[src/rtl/capture_readout_if.sv]
// BRAM read port plus outgoing byte stream of the capture readout engine.
// The engine takes the master side; the BRAM and the host sink take the slave side.
`timescale 1ns/1ps
interface capture_readout_if #(
  parameter int ADDR_W = 18,
  parameter int DATA_W = 8
);
  logic              bram_en;
  logic [ADDR_W-1:0] bram_addr;
  logic [DATA_W-1:0] bram_rdata;
  logic [DATA_W-1:0] m_data;
  logic              m_valid;
  logic              m_last;
  logic              m_ready;

  modport master (
    output bram_en, bram_addr, m_data, m_valid, m_last,
    input  bram_rdata, m_ready
  );

  modport slave (
    input  bram_en, bram_addr, m_data, m_valid, m_last,
    output bram_rdata, m_ready
  );
endinterface

[src/rtl/capture_readout.sv]
// Drains a finished capture from sample BRAM as a valid/ready byte stream.
// A small FIFO plus read credits hide the BRAM latency under any backpressure.
`timescale 1ns/1ps
module capture_readout #(
  parameter int ADDR_W     = 18,
  parameter int DATA_W     = 8,
  parameter int RD_LAT     = 1,
  parameter int FIFO_DEPTH = 4
) (
  input  logic              clk,
  input  logic              resetn,
  input  logic [31:0]       control,
  input  logic [ADDR_W-1:0] base_addr,
  input  logic [ADDR_W-1:0] length,
  output logic [31:0]       status,
  capture_readout_if.master bus
);
  localparam int PTR_W = $clog2(FIFO_DEPTH);
  localparam int CNT_W = PTR_W + 1;
  localparam int CMT_W = CNT_W + 2;

  typedef enum logic [1:0] {IDLE, RUN, DRAIN} state_t;

  state_t            state, next_state;
  logic [ADDR_W-1:0] rd_addr, issue_cnt, send_cnt, sent_cnt;
  logic              done_q, zero_pend;
  logic [RD_LAT-1:0] lat_pipe;
  logic [DATA_W-1:0] fifo_mem [FIFO_DEPTH];
  logic [PTR_W-1:0]  fifo_wr, fifo_rd;
  logic [CNT_W-1:0]  fifo_cnt;
  logic [CMT_W-1:0]  committed;

  logic abort, start_ok, issue_first, issue, credit_ok, pop, push, finish, busy;
  logic unused_ctrl;

  assign abort       = control[1];
  assign start_ok    = (state == IDLE) && !zero_pend && control[0] && !abort;
  assign issue_first = start_ok && (length != '0);
  assign pop         = bus.m_valid && bus.m_ready;
  assign push        = lat_pipe[RD_LAT-1];
  assign busy        = (state != IDLE) || zero_pend;
  assign unused_ctrl = ^control[31:2];

  always_ff @(posedge clk or negedge resetn) begin
    // NOTE: every clocked register uses <= so all flops update from pre-edge values.
    if (!resetn) state <= IDLE;
    else         state <= next_state;
  end

  always_comb begin
    // NOTE: defaults first so no path leaves a signal unassigned and infers a latch.
    next_state = state;
    // Reads already promised (buffered, in flight, issuing now) minus the byte
    // leaving this cycle; one more issue must still fit in the FIFO on arrival.
    committed = {2'b00, fifo_cnt} + CMT_W'(bus.bram_en) - CMT_W'(pop);
    for (int i = 0; i < RD_LAT; i++) committed = committed + CMT_W'(lat_pipe[i]);
    credit_ok = committed < CMT_W'(FIFO_DEPTH);
    issue     = (state == RUN) && (issue_cnt != '0) && credit_ok && !abort;
    finish    = pop && (send_cnt == ADDR_W'(1));
    if (abort) begin
      next_state = IDLE;
    end else begin
      unique case (state)
        IDLE:    if (issue_first) next_state = RUN;
        RUN:     if (finish) next_state = IDLE;
                 else if (issue_cnt == '0) next_state = DRAIN;
        DRAIN:   if (finish) next_state = IDLE;
        default: next_state = IDLE;
      endcase
    end
  end

  always_ff @(posedge clk or negedge resetn) begin
    if (!resetn) begin
      bus.bram_en   <= 1'b0;
      bus.bram_addr <= '0;
      rd_addr       <= '0;
      issue_cnt     <= '0;
      send_cnt      <= '0;
      sent_cnt      <= '0;
      done_q        <= 1'b0;
      zero_pend     <= 1'b0;
    end else begin
      bus.bram_en <= issue_first || issue;
      if (issue_first) begin
        bus.bram_addr <= base_addr;
        rd_addr       <= base_addr + 1'b1;
        issue_cnt     <= length - 1'b1;
      end else if (issue) begin
        bus.bram_addr <= rd_addr;
        rd_addr       <= rd_addr + 1'b1;
        issue_cnt     <= issue_cnt - 1'b1;
      end

      if (start_ok) begin
        send_cnt  <= length;
        sent_cnt  <= '0;
        done_q    <= 1'b0;
        zero_pend <= (length == '0);
      end else begin
        if (pop) begin
          send_cnt <= send_cnt - 1'b1;
          sent_cnt <= sent_cnt + 1'b1;
        end
        if (abort) begin
          zero_pend <= 1'b0;
        end else if (zero_pend) begin
          zero_pend <= 1'b0;
          done_q    <= 1'b1;
        end else if (finish) begin
          done_q <= 1'b1;
        end
      end
    end
  end

  always_ff @(posedge clk or negedge resetn) begin
    if (!resetn) begin
      fifo_wr  <= '0;
      fifo_rd  <= '0;
      fifo_cnt <= '0;
      lat_pipe <= '0;
      // NOTE: the buffer is only a few entries, so it is reset to keep m_data at 0 out of reset.
      for (int i = 0; i < FIFO_DEPTH; i++) fifo_mem[i] <= '0;
    end else if (abort) begin
      // Flushing the latency pipe discards any read still on its way back.
      fifo_wr  <= '0;
      fifo_rd  <= '0;
      fifo_cnt <= '0;
      lat_pipe <= '0;
    end else begin
      lat_pipe[0] <= bus.bram_en;
      for (int i = 1; i < RD_LAT; i++) lat_pipe[i] <= lat_pipe[i-1];
      if (push) begin
        fifo_mem[fifo_wr] <= bus.bram_rdata;
        fifo_wr           <= fifo_wr + 1'b1;
      end
      if (pop) fifo_rd <= fifo_rd + 1'b1;
      fifo_cnt <= fifo_cnt + CNT_W'(push) - CNT_W'(pop);
    end
  end

  assign bus.m_valid = (fifo_cnt != '0);
  assign bus.m_data  = fifo_mem[fifo_rd];
  assign bus.m_last  = bus.m_valid && (send_cnt == ADDR_W'(1));
  assign status      = 32'({sent_cnt, done_q, busy});
endmodule

[src/flat_wrapper.sv]
// flat-port wrapper written by rule: the top's interface ports become plain ports
module capture_readout_flat 
#(
  parameter int ADDR_W     = 18,
  parameter int DATA_W     = 8,
  parameter int RD_LAT     = 1,
  parameter int FIFO_DEPTH = 4
)
  (clk, resetn, control, base_addr, length, status, bus_bram_en, bus_bram_addr, bus_m_data, bus_m_valid, bus_m_last, bus_bram_rdata, bus_m_ready);
  capture_readout_if #(.ADDR_W(ADDR_W), .DATA_W(DATA_W)) bus_i ();
  input  logic clk;
  input  logic resetn;
  input  logic [31:0] control;
  input  logic [ADDR_W-1:0] base_addr;
  input  logic [ADDR_W-1:0] length;
  output logic [31:0] status;
  output wire logic [$bits(bus_i.bram_en)-1:0] bus_bram_en;
  output wire logic [$bits(bus_i.bram_addr)-1:0] bus_bram_addr;
  output wire logic [$bits(bus_i.m_data)-1:0] bus_m_data;
  output wire logic [$bits(bus_i.m_valid)-1:0] bus_m_valid;
  output wire logic [$bits(bus_i.m_last)-1:0] bus_m_last;
  input wire logic [$bits(bus_i.bram_rdata)-1:0] bus_bram_rdata;
  input wire logic [$bits(bus_i.m_ready)-1:0] bus_m_ready;
  assign bus_bram_en = bus_i.bram_en;
  assign bus_bram_addr = bus_i.bram_addr;
  assign bus_m_data = bus_i.m_data;
  assign bus_m_valid = bus_i.m_valid;
  assign bus_m_last = bus_i.m_last;
  assign bus_i.bram_rdata = bus_bram_rdata;
  assign bus_i.m_ready = bus_m_ready;
  capture_readout #(.ADDR_W(ADDR_W), .DATA_W(DATA_W), .RD_LAT(RD_LAT), .FIFO_DEPTH(FIFO_DEPTH)) u_core (.clk(clk), .resetn(resetn), .control(control), .base_addr(base_addr), .length(length), .status(status), .bus(bus_i));
endmodule
[config.mk]
export PLATFORM = sky130hd
export DESIGN_NAME = capture_readout_flat
export DESIGN_NICKNAME = d
export VERILOG_FILES = /design/src/rtl/capture_readout_if.sv /design/src/rtl/capture_readout.sv /design/src/flat_wrapper.sv
export SDC_FILE = /design/constraint.sdc
export NUM_CORES = 1
export LEC_CHECK = 0
export ABC_AREA = 1
export BUFFER_PORTS_ARGS = -buffer_cell sky130_fd_sc_hd__buf_4
export CORE_MARGIN = 2
export CORE_UTILIZATION = 55
export DETAILED_ROUTE_END_ITERATION = 16
export PLACE_DENSITY = 0.81
export SKIP_LAST_GASP = 1
export SLEW_MARGIN = 10
export SYNTH_ARGS = -nofsm -noshare
export SYNTH_HDL_FRONTEND = slang
export SYNTH_SLANG_ARGS = --single-unit
[constraint.sdc]
create_clock -name clk -period 3 [get_ports clk]
set_clock_uncertainty 0.2 [all_clocks]
set_input_delay 0.3 -clock clk [delete_from_list [all_inputs] [get_ports clk]]
set_output_delay 0.3 -clock clk [all_outputs]
set_load 0.02 [all_outputs]
Word-level counts from Yosys, hierarchy flattened --
Cells that the tools add are included.
Word-level totals: input port bits 79, flip-flop bits (word level) 135, word-level logic and storage cells 107, output and inout port bits 61
Cells by class: mux-type cells 33, $add $sub $neg 13, bitwise gates (word level) 3, equality and inequality tests 7, magnitude comparators 4, reductions and logical operators 30
Operator list (number):
- $mux W18 | 10
- $add A18 B1 Y18 const B | 3
- $sub A18 B1 Y18 const B | 3
- $logic_not A18 Y1 | 2
- $reduce_bool A18 Y1 | 2
- $bwmux W32 | 1
- $mux W8 | 3
- $eq A18 B1 Y1 const B | 1
- $mux W2 | 9
- $bmux W8 S2 | 1
- $demux W8 S2 | 1
- $logic_and A1 B1 Y1 | 11
- $reduce_bool A2 Y1 | 5
- $ge A3 B3 Y1 const B | 2
- $mux W1 | 6
- $ne A3 B2 Y1 const B | 2
- $not A2 Y3 | 2
- $pmux W2 S3 | 1
- $reduce_bool A3 Y1 | 2
- $add A5 B1 Y5 | 1
- $lt A5 B3 Y1 const B | 1
- $sub A5 B1 Y5 | 1
- $add A2 B1 Y2 const B | 2
- $add A3 B1 Y4 | 1
- other kinds (14) | 17

Longest topological paths before layout --
depth after elaboration 9, mapped depth 18, mapped depth without buffers 17

Worst setup path after synthesis --
Ideal clock, no wire load.
path type flip-flop to flip-flop, start point register u_core.bus.bram_en, end point register u_core.issue_cnt[13], slack 426 ps, clock period less this slack 2574 ps, arrival 2257 ps, cell stages (with the launch flop) 15, data required time 2682 ps, path through dfrtp_1 > ha_1 > ha_1 > xnor2_1 > ha_1 > a21oi_1 > nand2_1 > nand2_1 > nand2_1 > nor2_1 > nand2_1 > buf_6 > buf_6 > nand3_1 > nand2_1
Between the ends: word-level cells in the longest chain between the ends 7
Ends and longest elaborated chain:
- start: declaration | RTL line capture_readout_if.sv:17 | output bram_en, bram_addr, m_data, m_valid, m_last,
- start signal: assignment | RTL line capture_readout.sv:84 | bus.bram_en <= issue_first || issue;
- $add A3 B1 Y4 | RTL line capture_readout.sv:55 | committed = {2'b00, fifo_cnt} + CMT_W'(bus.bram_en) - CMT_W'(pop);
- $sub A5 B1 Y5 | RTL line capture_readout.sv:55
- $add A5 B1 Y5 | RTL line capture_readout.sv:56 | for (int i = 0; i < RD_LAT; i++) committed = committed + CMT_W'(lat_pipe[i]);
- $lt A5 B3 Y1 | RTL line capture_readout.sv:57 | credit_ok = committed < CMT_W'(FIFO_DEPTH);
- $logic_and A1 B1 Y1 (2 in a row) | RTL line capture_readout.sv:58 | issue = (state == RUN) && (issue_cnt != '0) && credit_ok && !abort;
- $reduce_bool A2 Y1 (no line)
- end signal: assignment | RTL line capture_readout.sv:88 | issue_cnt <= length - 1'b1;
- end signal: assignment | RTL line capture_readout.sv:92 | issue_cnt <= issue_cnt - 1'b1;
- end: declaration | RTL line capture_readout.sv:25 | logic [ADDR_W-1:0] rd_addr, issue_cnt, send_cnt, sent_cnt;
Every way passes these cells. A chain may end at the register's enable or synchronous reset.

Worst setup path after layout --
start point register u_core.fifo_cnt[2], end point register u_core.issue_cnt[4]
Between the ends: word-level cells in the longest chain between the ends 8
Ends and longest elaborated chain:
- start: declaration | RTL line capture_readout.sv:30 | logic [CNT_W-1:0] fifo_cnt;
- start signal: assignment | RTL line capture_readout.sv:139 | fifo_cnt <= fifo_cnt + CNT_W'(push) - CNT_W'(pop);
- parallel branches: the longest is 2 deep, another holds $add A3 B1 Y4
- $sub A5 B1 Y5 * | RTL line capture_readout.sv:55
- $add A5 B1 Y5 * | RTL line capture_readout.sv:56
- $lt A5 B3 Y1 * | RTL line capture_readout.sv:57
- $logic_and A1 B1 Y1 * (2 in a row) | RTL line capture_readout.sv:58
- $reduce_bool A2 Y1 (no line) *
Every way passes the cells marked *.

==> run_results.csv <==
group,metric,value,unit
run_status,status,"complete, no violations",
synth,syn_area,8130,um2
timing,holdWs,8.41,ps
routing,route.vias.total,7537,
clock_network,cts_sinks,135,
min_path,whs_endpoint,"u_core.fifo_mem[28]",
synth,postSynthAreaPerCell,7.57,um2
setup_path,cp_slowest_cell,"dfrtp_1",
synth,synth_seq_area_share,41.6,%
setup_path,r2r-start,"u_core.fifo_cnt[2]",
global_routing,grt_first_pass_wirelength,35.0,mm
routing,wl_per_cell,14.9,um
power_and_ir_drop,ir_worst_vdd,0.000625,V
global_routing,grt_max_degree,79,
setup_path,cpPeakStageDelay,430,ps
power_and_ir_drop,p_seq_share,30.9,%
power_and_ir_drop,power_leakage,5.00,nW
clock_network,clk_pin_slew_worst_paths,60,ps
die,die_area,15800,um2
power_and_ir_drop,power.net_switching,3.68,mW
timing,hold_viol,0,
synth,synth_edf_count,0,
place,dpl_cell_area,8930,um2
setup_path,path_class,"reg2reg",
synth,yosysUniqueCellTypes,49,
die,io_pins,140,
synth,syn-instance-count,1074,
place,globalplace.congestion,0.951,
die,start_util,56.1,%
synth,ys_warn_count,0,
synth,async_flop_share,100,%
timing,fin_crit,2820,ps
place,pre_cts_slack,86.4,ps
routing,viasPerCell,5.48,
job,cap_viol_max_count,0,
clock_network,cts_buffers,17,
setup_path,r2r_slack,180,ps
setup_path,required,3100,ps
setup_path,critical_path_buf_inv_count,2,
power_and_ir_drop,internal_power,5.48,mW
layout,fillers,1187,
routing,drc,0,
setup_path,rr_worst_depth,17,
place,place_hpwl,13.9,mm
timing,worst_slew_pin_slew,695,ps
synth,synth_ff_type,"dfrtp_1",
setup_path,crit_arrival,2920,ps
routing,antenna_left,0,
die,die_w,126,um
layout,seq_area,3380,um2
global_routing,antenna_found_initial,0,
setup_path,crit_chain,"nor2_1 > nand2_2 > nand2_2 > inv_1 > nand2_2 > ha_1 > nand3_2 > nand2_1 > nand2_1 > nand2_1 > nand2_1 > nand2_1 > nand2_1 > nand2_4 > buf_12 > o21ai_0 > o21ai_1",
setup_path,crit_path_start_kind,"register",
min_path,hold_path_class,"in2reg",
layout,fin_area,9760,um2
clock_network,cts_buffer_depth,2,
global_routing,track_usage,27.0,%
timing,relSlewSlack,53.6,%
routing,drt-total-wl,20.5,mm
synth,yosys_register_bits,135,
setup_path,end_kind,"register",
setup_path,cp-startpoint,"u_core.fifo_cnt[2]",
layout,diodes,0,
power_and_ir_drop,power_frac_comb,43.0,%
power_and_ir_drop,pwr-share-clk,26.2,%
die,rows,44,
clock_network,htreeDepth,4,
synth,yosys.area.top_type_share,41.6,%
timing,fin_crit_sh,94.0,%
synth,netlist.top_cell.by_area,"dfrtp_1",
timing,layout_setup_ws,181,ps
setup_path,crit_top_cell,"nand2_1",
timing,setup_viol,0,
min_path,holdCritStartpoint,"bus_bram_rdata[4]",
timing,max_freq,355,MHz
synth,synth.area.top_cells,"dfrtp_1 (42%), nand2_1 (14%), nand3_1 (6.5%)",
die,core-area,14500,um2
power_and_ir_drop,p_per_area,939,nW/um2
routing,drt_pass1_iterations,6,
clock_network,clk_latency,430,ps
place,portBuffers,97,
layout,syn2layout_area_growth,20.1,%
setup_path,critPathTopFamily,"simple AND/OR/NAND/NOR gates",
clock_network,clockRootBuffer,"clkbuf_16",
global_routing,overflow,0,
routing,drt-initial-drc-count,779,
layout,drive_gt1_share,18.0,%
power_and_ir_drop,p_sw_share,40.1,%
global_routing,grt_pass1_vias,7427,
clock_network,cts_tree,"yes",
min_path,hold_depth,3,
die,die_y,126,um
layout,multi_input_area,3980,um2
setup_path,rr_endpoint,"u_core.issue_cnt[4]",
timing,slew_viol_final,0,
layout,nNetsFinal,1278,
setup_path,critPathMaxFanout,23,
[synth_stat cells, drive strengths merged (11+ instances only)]
cell and n:
a21oi 28, buf 42, clkbuf 11, dfrtp 135
ha 16, inv 105, nand2 329, nand3 108
nand4 18, nor2 115, nor3 13, o21ai 88
xor2 15
[per-layer routing]
metal / share of wire (%) / vias up / global-route usage (%)
li1: - / 3687 / -
met1: 42 / 3503 / 35.5
met2: 49 / 293 / 44.8
met3: 6.7 / 54 / 5.52
met4: 2.3 / 0 / 8.76
met5: 0 / - / 0
[flip-flops by register name, summed over array words and instances (netlist names)]
name	flops
u_core.fifo_mem	32
u_core.bus.bram_addr	18
u_core.issue_cnt	18
u_core.rd_addr	18
u_core.send_cnt	18
u_core.sent_cnt	18
u_core.fifo_cnt	3
u_core.fifo_rd	2
u_core.fifo_wr	2
u_core.state	2
u_core.bus.bram_en	1
u_core.done_q	1
u_core.lat_pipe	1
u_core.zero_pend	1
[worst min-delay path: cells and delay by family]
kind	cells	cell delay [ps]
compound gates	1	160
buf+inv	2	130
[how the worst max path moves through the flow]
| stage | end | slack (ps) | cells past startpoint |
|---|---|---|---|
| floorplan | u_core.issue_cnt[13] | 430 | 14 |
| global placement | u_core.issue_cnt[10] | 200 | 13 |
| detailed placement | u_core.rd_addr[6] | 90 | 13 |
| CTS | u_core.issue_cnt[17] | 30 | 13 |
| global route | u_core.issue_cnt[17] | -30 | 15 |
| finish | u_core.issue_cnt[4] | 180 | 17 |
[per-stage QoR]
stage | cells | TNS (ps) | util [%] | power, mW
after floorplan | 1085 | 0 | - | 5.60
after global placement | 1334 | 0 | 61.7 | 6.53
after detailed placement | 1334 | 0 | 61.7 | 6.65
after CTS | 1375 | 0 | 67.1 | 9.12
after global routing | 1376 | -30.7 | 67.4 | 9.79
final | 1376 | 0 | 67.4 | 9.16
[placed cells by master, fill, tap and decap left out, types with 6 or more instances in the layout]
cell type      Yosys  routed
conb_1             1      12
nand2_2           22      22
o21ai_1            7       7
nand4_1           17      17
buf_12             0       6
nor2_2            14      14
o22ai_1            9       9
nand3b_1           7       7
buf_4             14     112
dfrtp_1          135     135
clkbuf_16          0      17
nand2_1          303     303
o21ai_0           81      81
a21oi_1           25      24
nor2_1            93      93
bufinv_16          0       6
dlygate4sd3_1      0      12
inv_1             98      98
o211ai_1           9       9
nand3_1          105     105
inv_2              6       6
nor2_4             8       8
nor3_1            12      12
ha_1              16      16
xor2_1            15      15
[cell type report]
cell class	count	share of cell area, %
inverters	107	4.17
clock inverters	9	2.03
flip-flops and latches	135	34.6
well taps	184	2.36
repair buffers	131	11.2
multi-input cells	790	40.8
clock buffers	20	4.78
[logic make-up after synthesis]
logic type               count (synthesis)  share of synthesized area (%)
buffers and inverters                  160                           10.0
AO/OA/AOI/OAI                          150                           10.7
XOR/XNOR                                17                           1.83
AND/OR/NAND/NOR                        594                           33.1
other                                    1                         0.0462
adder cells (fa/ha/maj)                 17                           2.71
flip-flops                             135                           41.6
[power by group through the flow]
stage	Sequential [mW]	Combinational (mW)	Clock, mW
after global placement	2.81	3.72	0
after CTS	2.82	3.90	2.41
after floorplan	2.90	2.70	0
after detailed placement	2.82	3.83	0
final	2.83	3.93	2.40
after global routing	2.90	4.39	2.50
[what timing repair did]
action / 4_1_cts / 5_1_grt
endpoints found under the setup margin: 0 / 51
hold endpoints to repair: 96 / 0
setup buffers: 0 / 1
resized for setup: 0 / 6
hold buffers: 12 / 0
Note: power is estimated with default switching activity, not from simulation.
